[src/rtl/id_ex_interlock.sv]
// Decode-to-execute stage: drives register-file read selects, interlocks on RAW
// hazards against in-flight EX/MEM writers, and registers the ID/EX payload.
module id_ex_interlock #(
    parameter int CTRL_W = 8,
    parameter int CNT_W  = 16
) (
    input  logic              clk,
    input  logic              rst,
    input  logic              if_valid,
    input  logic [2:0]        if_rs,
    input  logic              if_rs_used,
    input  logic [2:0]        if_rt,
    input  logic              if_rt_used,
    input  logic [2:0]        if_rd,
    input  logic              if_rd_wr,
    input  logic [CTRL_W-1:0] if_ctrl,
    input  logic              flush,
    output logic [2:0]        read1regsel,
    output logic [2:0]        read2regsel,
    input  logic [15:0]       read1data,
    input  logic [15:0]       read2data,
    output logic              id_stall,
    output logic              ex_valid,
    output logic [2:0]        ex_rd,
    output logic              ex_rd_wr,
    output logic [CTRL_W-1:0] ex_ctrl,
    output logic [15:0]       ex_a,
    output logic [15:0]       ex_b,
    output logic [CNT_W-1:0]  stall_cnt
);

    localparam logic [CNT_W-1:0] CNT_ONE = {{(CNT_W-1){1'b0}}, 1'b1};

    logic              r_ex_valid;
    logic [2:0]        r_ex_rd;
    logic              r_ex_rd_wr;
    logic [CTRL_W-1:0] r_ex_ctrl;
    logic [15:0]       r_ex_a;
    logic [15:0]       r_ex_b;
    logic              r_mem_v;
    logic              r_mem_wr;
    logic [2:0]        r_mem_rd;
    logic [CNT_W-1:0]  r_stall_cnt;

    logic w_rs_hit;
    logic w_rt_hit;
    logic w_hazard;
    logic w_stall;

    // A source conflicts if either the EX or MEM occupant will still write it.
    assign w_rs_hit = (r_ex_valid & r_ex_rd_wr & (r_ex_rd == if_rs)) |
                      (r_mem_v & r_mem_wr & (r_mem_rd == if_rs));
    assign w_rt_hit = (r_ex_valid & r_ex_rd_wr & (r_ex_rd == if_rt)) |
                      (r_mem_v & r_mem_wr & (r_mem_rd == if_rt));
    assign w_hazard = if_valid & ((if_rs_used & w_rs_hit) | (if_rt_used & w_rt_hit));
    assign w_stall  = w_hazard & ~flush;

    always_ff @(posedge clk) begin
        if (!rst) begin
            r_ex_valid  <= 1'b0;
            r_ex_rd     <= '0;
            r_ex_rd_wr  <= 1'b0;
            r_ex_ctrl   <= '0;
            r_ex_a      <= '0;
            r_ex_b      <= '0;
            r_mem_v     <= 1'b0;
            r_mem_wr    <= 1'b0;
            r_mem_rd    <= '0;
            r_stall_cnt <= '0;
        end else begin
            r_mem_v  <= r_ex_valid;
            r_mem_wr <= r_ex_rd_wr;
            r_mem_rd <= r_ex_rd;
            if (w_stall && (r_stall_cnt != '1)) begin
                r_stall_cnt <= r_stall_cnt + CNT_ONE;
            end
            // Flush, bubble and idle all leave a fully cleared ID/EX register.
            if (flush || w_hazard || !if_valid) begin
                r_ex_valid <= 1'b0;
                r_ex_rd    <= '0;
                r_ex_rd_wr <= 1'b0;
                r_ex_ctrl  <= '0;
                r_ex_a     <= '0;
                r_ex_b     <= '0;
            end else begin
                r_ex_valid <= 1'b1;
                r_ex_rd    <= if_rd;
                r_ex_rd_wr <= if_rd_wr;
                r_ex_ctrl  <= if_ctrl;
                r_ex_a     <= read1data;
                r_ex_b     <= read2data;
            end
        end
    end

    assign read1regsel = if_rs;
    assign read2regsel = if_rt;
    assign id_stall    = w_stall;
    assign ex_valid    = r_ex_valid;
    assign ex_rd       = r_ex_rd;
    assign ex_rd_wr    = r_ex_rd_wr;
    assign ex_ctrl     = r_ex_ctrl;
    assign ex_a        = r_ex_a;
    assign ex_b        = r_ex_b;
    assign stall_cnt   = r_stall_cnt;

endmodule

[config.mk]
export PLATFORM = sky130hd
export DESIGN_NAME = id_ex_interlock
export DESIGN_NICKNAME = d
export VERILOG_FILES = /design/src/rtl/id_ex_interlock.sv
export SDC_FILE = /design/constraint.sdc
export NUM_CORES = 1
export LEC_CHECK = 0
export BUFFER_PORTS_ARGS = -buffer_cell sky130_fd_sc_hd__buf_4
export CORE_MARGIN = 2
export CORE_UTILIZATION = 40
export DETAILED_ROUTE_END_ITERATION = 12
export GPL_TIMING_DRIVEN = 0
export MAX_ROUTING_LAYER = met4
export PLACE_DENSITY = 0.75
export SLEW_MARGIN = 20
export SYNTH_ARGS = -nofsm -noshare
export SYNTH_HDL_FRONTEND = slang
export SYNTH_SLANG_ARGS = --single-unit
export TNS_END_PERCENT = 20
[constraint.sdc]
create_clock -name clk -period 1.9 [get_ports clk]
set_clock_uncertainty 0.1 [all_clocks]
set_input_delay 0.38 -clock clk [delete_from_list [all_inputs] [get_ports clk]]
set_output_delay 0.38 -clock clk [all_outputs]
set_load 0.03 [all_outputs]
==> results.txt <==
CTS Sinks = 66
Hold depth = 2
Met2 WL post-DR = 2670 µm
Synth top area share = 54.7%
Vias in the first global route = 1978
Commonest cells post-synth = 66 x dfxtp_1, 51 x and2_1, 13 x nand2_1, 12 x xor2_1, 10 x nor2_1
Final setup vio count = 46
Final std cells w/o fill = 449
Slowest-stage cell, CP = dfxtp_4
Row cnt = 28
Post-synthesis register bit count = 66
I/O Pins = 124
Post-synth EDFFs = 0
Cell count after synthesis = 231
CP required = 1420 ps
HPWL after DPL = 4170 µm
Crit Path Category = flop to output pin
Reg-to-reg startpoint = r_mem_rd[0]
R2R cell count = 7
Initial Util = 41.1%
Layout cells sized above 1 = 50.5%
Pleak = 1.73 nW
WP buf/inv = 1
Hold-fix buffers, CTS = 0
Max cap viols = 0
Metal3 WL = 568 µm
Antenna Nets Post-Route = 0
Predominant post-synthesis flop cell = dfxtp_1
Final Hold Viols = 0
Final worst slack = -225 ps
Worst Hold End = ex_ctrl[6]
Period utilization = 112%
GRT Residual Overflow = 0
DRC = 0
Wl on met1 = 2210 µm
Worst-Margin Slew = 485 ps
Critical path arrival = 1650 ps
R2R Setup Slk = -170 ps
Slew headroom = 67.7%
Synthesized Nets = 288
Highest Clock Rate = 470 MHz
CTS max path bufs = 2
Placed cell count = 429
Clock insertion delay at the later pin of the skew report = 330 ps
First-pass GRT wire length = 8830 µm
Crit path max-delay family = flip-flops
1st-iter DRT viols = 73
DRT Wirelength = 5560 µm
R2r endpoint = stall_cnt[15]
Die H = 81.7 µm
Synthesis-to-layout area growth = 58.3%
Antenna diodes = 0
Drt wl/cell = 12.4 µm
Synthesized area per cell = 10.5 µm²
Max Transition Viols Final = 0
Setup crit end kind = output pin
Hold Path Origin = if_ctrl[6]
Synth Cell Area = 2420 µm²
TritonCTS clock tree = done
DRT Pass-1 Iters = 4
Seq/Total Area, Yosys = 54.7%
Worst Setup SP = ex_rd[1]
Maximum VDD drop = 0.000494 V
Most numerous cell in the Yosys netlist = dfxtp_1
GRT Total Usage = 18.2%
Synth Warn # = 0
Asr flop ratio synth = 0%
CORE AREA = 5890 µm²
RSZ-0062 raised after global routing = true
IO Port Bufs = 123
Number of library cell types mapped by synthesis = 31
Tot Pwr = 2.72 mW
CP max FO = 4
Pwr dens = 710 nW/µm²
Via count = 2076
Die W = 81.7 µm
Fin crit period = 2130 ps
Antenna violations before repair = 0
Worst-path clk slew = 70 ps
CP Launch Type = flop
Uppermost layer routed = met4
Largest net degree at the start of global routing = 13
Worst path max stage delay = 370 ps
Final Wtd Congestion = 0.844
Failing checks = setup timing
Synth top area cells = dfxtp_1 55%, and2_1 13%, xor2_1 4.4%, xnor2_1 2.9%, and4_1 2.2%
Hold Path Class = primary input to flop
H-tree depth = 3
Drt via density = 4.62
Final #Nets = 426
Root buffer cell = clkbuf_8
Area leader, netlist = dfxtp_1
CTS buffer count = 9
Worst-path cell chain = xor2_2 > nor4_4 > o21ai_2 > a21boi_4 > buf_6
Die area = 6680 µm²
Status = complete, but fails checks
[placed cells by master, fill, tap and decap left out, types with 2 or more instances in the layout]
master,Yosys,final
a2111oi_4,0,2
a21o_1,2,2
a21oi_1,6,4
a21oi_2,0,2
a31o_1,2,2
and2_1,51,51
and4_1,6,5
buf_4,6,134
buf_6,0,2
clkbuf_1,8,3
clkbuf_4,0,2
clkbuf_8,0,10
clkinv_2,0,2
clkinv_4,0,3
dfxtp_1,66,55
dfxtp_2,0,9
dfxtp_4,0,2
inv_1,4,4
mux2i_1,3,3
nand2_1,13,11
nand2_2,0,2
nand2b_1,3,3
nand3_1,6,6
nand4_1,4,4
nor2_1,10,10
nor4_4,0,3
o2111ai_2,0,2
o21ai_2,2,2
xnor2_1,8,8
xor2_1,12,7
xor2_2,0,5
[report_power, final]
group | internal, mW | total, mW | switching, mW | leakage, nW
sequential | 1.41 | 1.42 | 0.0109 | 0.541
combinational | 0.150 | 0.290 | 0.140 | 1.11
clock | 0.475 | 1.01 | 0.531 | 0.0862
total | 2.03 | 2.72 | 0.682 | 1.73
[worst reg2reg max path, stage by stage (launching register included)]
cell	delay, ps
dfxtp_1	350
xor2_1	170
nor4_2	340
o21ai_2	130
buf_6	160
a2111oi_1	480
xnor2_1	170
nor2_1	50
[state kept, by name, summed over array words and instances (netlist names)]
| name | cells |
|---|---|
| stall_cnt | 16 |
| ex_valid | 1 |
| r_mem_wr | 1 |
| ex_rd | 3 |
| r_mem_rd | 3 |
| ex_a | 16 |
| ex_b | 16 |
| r_mem_v | 1 |
| ex_ctrl | 8 |
| ex_rd_wr | 1 |
[through the flow]
stage | setup TNS (ps) | util [%] | hold slack (ps) | setup WS (ps) | area, µm²
after floorplan | -44.5 | - | 402 | -15.6 | 2440
after global placement | -15830 | 58.7 | 351 | -335 | 3460
after detailed placement | -17280 | 58.7 | 351 | -365 | 3460
after CTS | -5210 | 63.4 | 126 | -228 | 3730
after global routing | -8710 | 65.0 | 122 | -297 | 3820
final | -4210 | 65.0 | 142 | -225 | 3820
[logic make-up (layout without fill, tap and decap cells)]
logic type               count (synthesis)  in the layout  synth area share (%)
flip-flops                              66             66                  54.7
AO/OA/AOI/OAI                           21             21                  6.99
AND/OR/NAND/NOR                        101            101                  25.4
adder cells (fa/ha/maj)                  1              1                 0.518
multiplexers                             3              3                  1.24
buffers and inverters                   19            162                  3.94
XOR/XNOR                                20             20                  7.25
[worst max path at each step]
stage	end	slack [ps]	cells after the start
after floorplan	stall_cnt[6]	-20	8
after global placement	ex_rd[0]	-330	8
after detailed placement	ex_b[11]	-360	8
after CTS	id_stall	-230	5
after global routing	id_stall	-300	5
final	id_stall	-230	5
[routing by layer]
layer / vias to the layer above / global-route usage, %
met5: - / -
met4: 0 / 9.33
met3: 9 / 6.81
met2: 96 / 28.9
met1: 934 / 19.9
li1: 1037 / -
[area by class of cell]
type,instances,area [µm²]
Sequential cell,66,1340
Buffer,12,86.3
Multi-Input combinational cell,146,1130
Timing Repair Buffer,130,983
Clock buffer,10,128
Inverter,4,15.0
Tap cell,75,93.8
Fill cell,475,2060
Clock inverter,6,43.8
[what timing repair did]
action	4_1_cts	5_1_grt
pin swaps	6	6
setup endpoints to repair	52	57
setup buffers	6	1
resized for setup	17	16
hold endpoints to repair	0	0
Power figures use the tool's default switching activity.
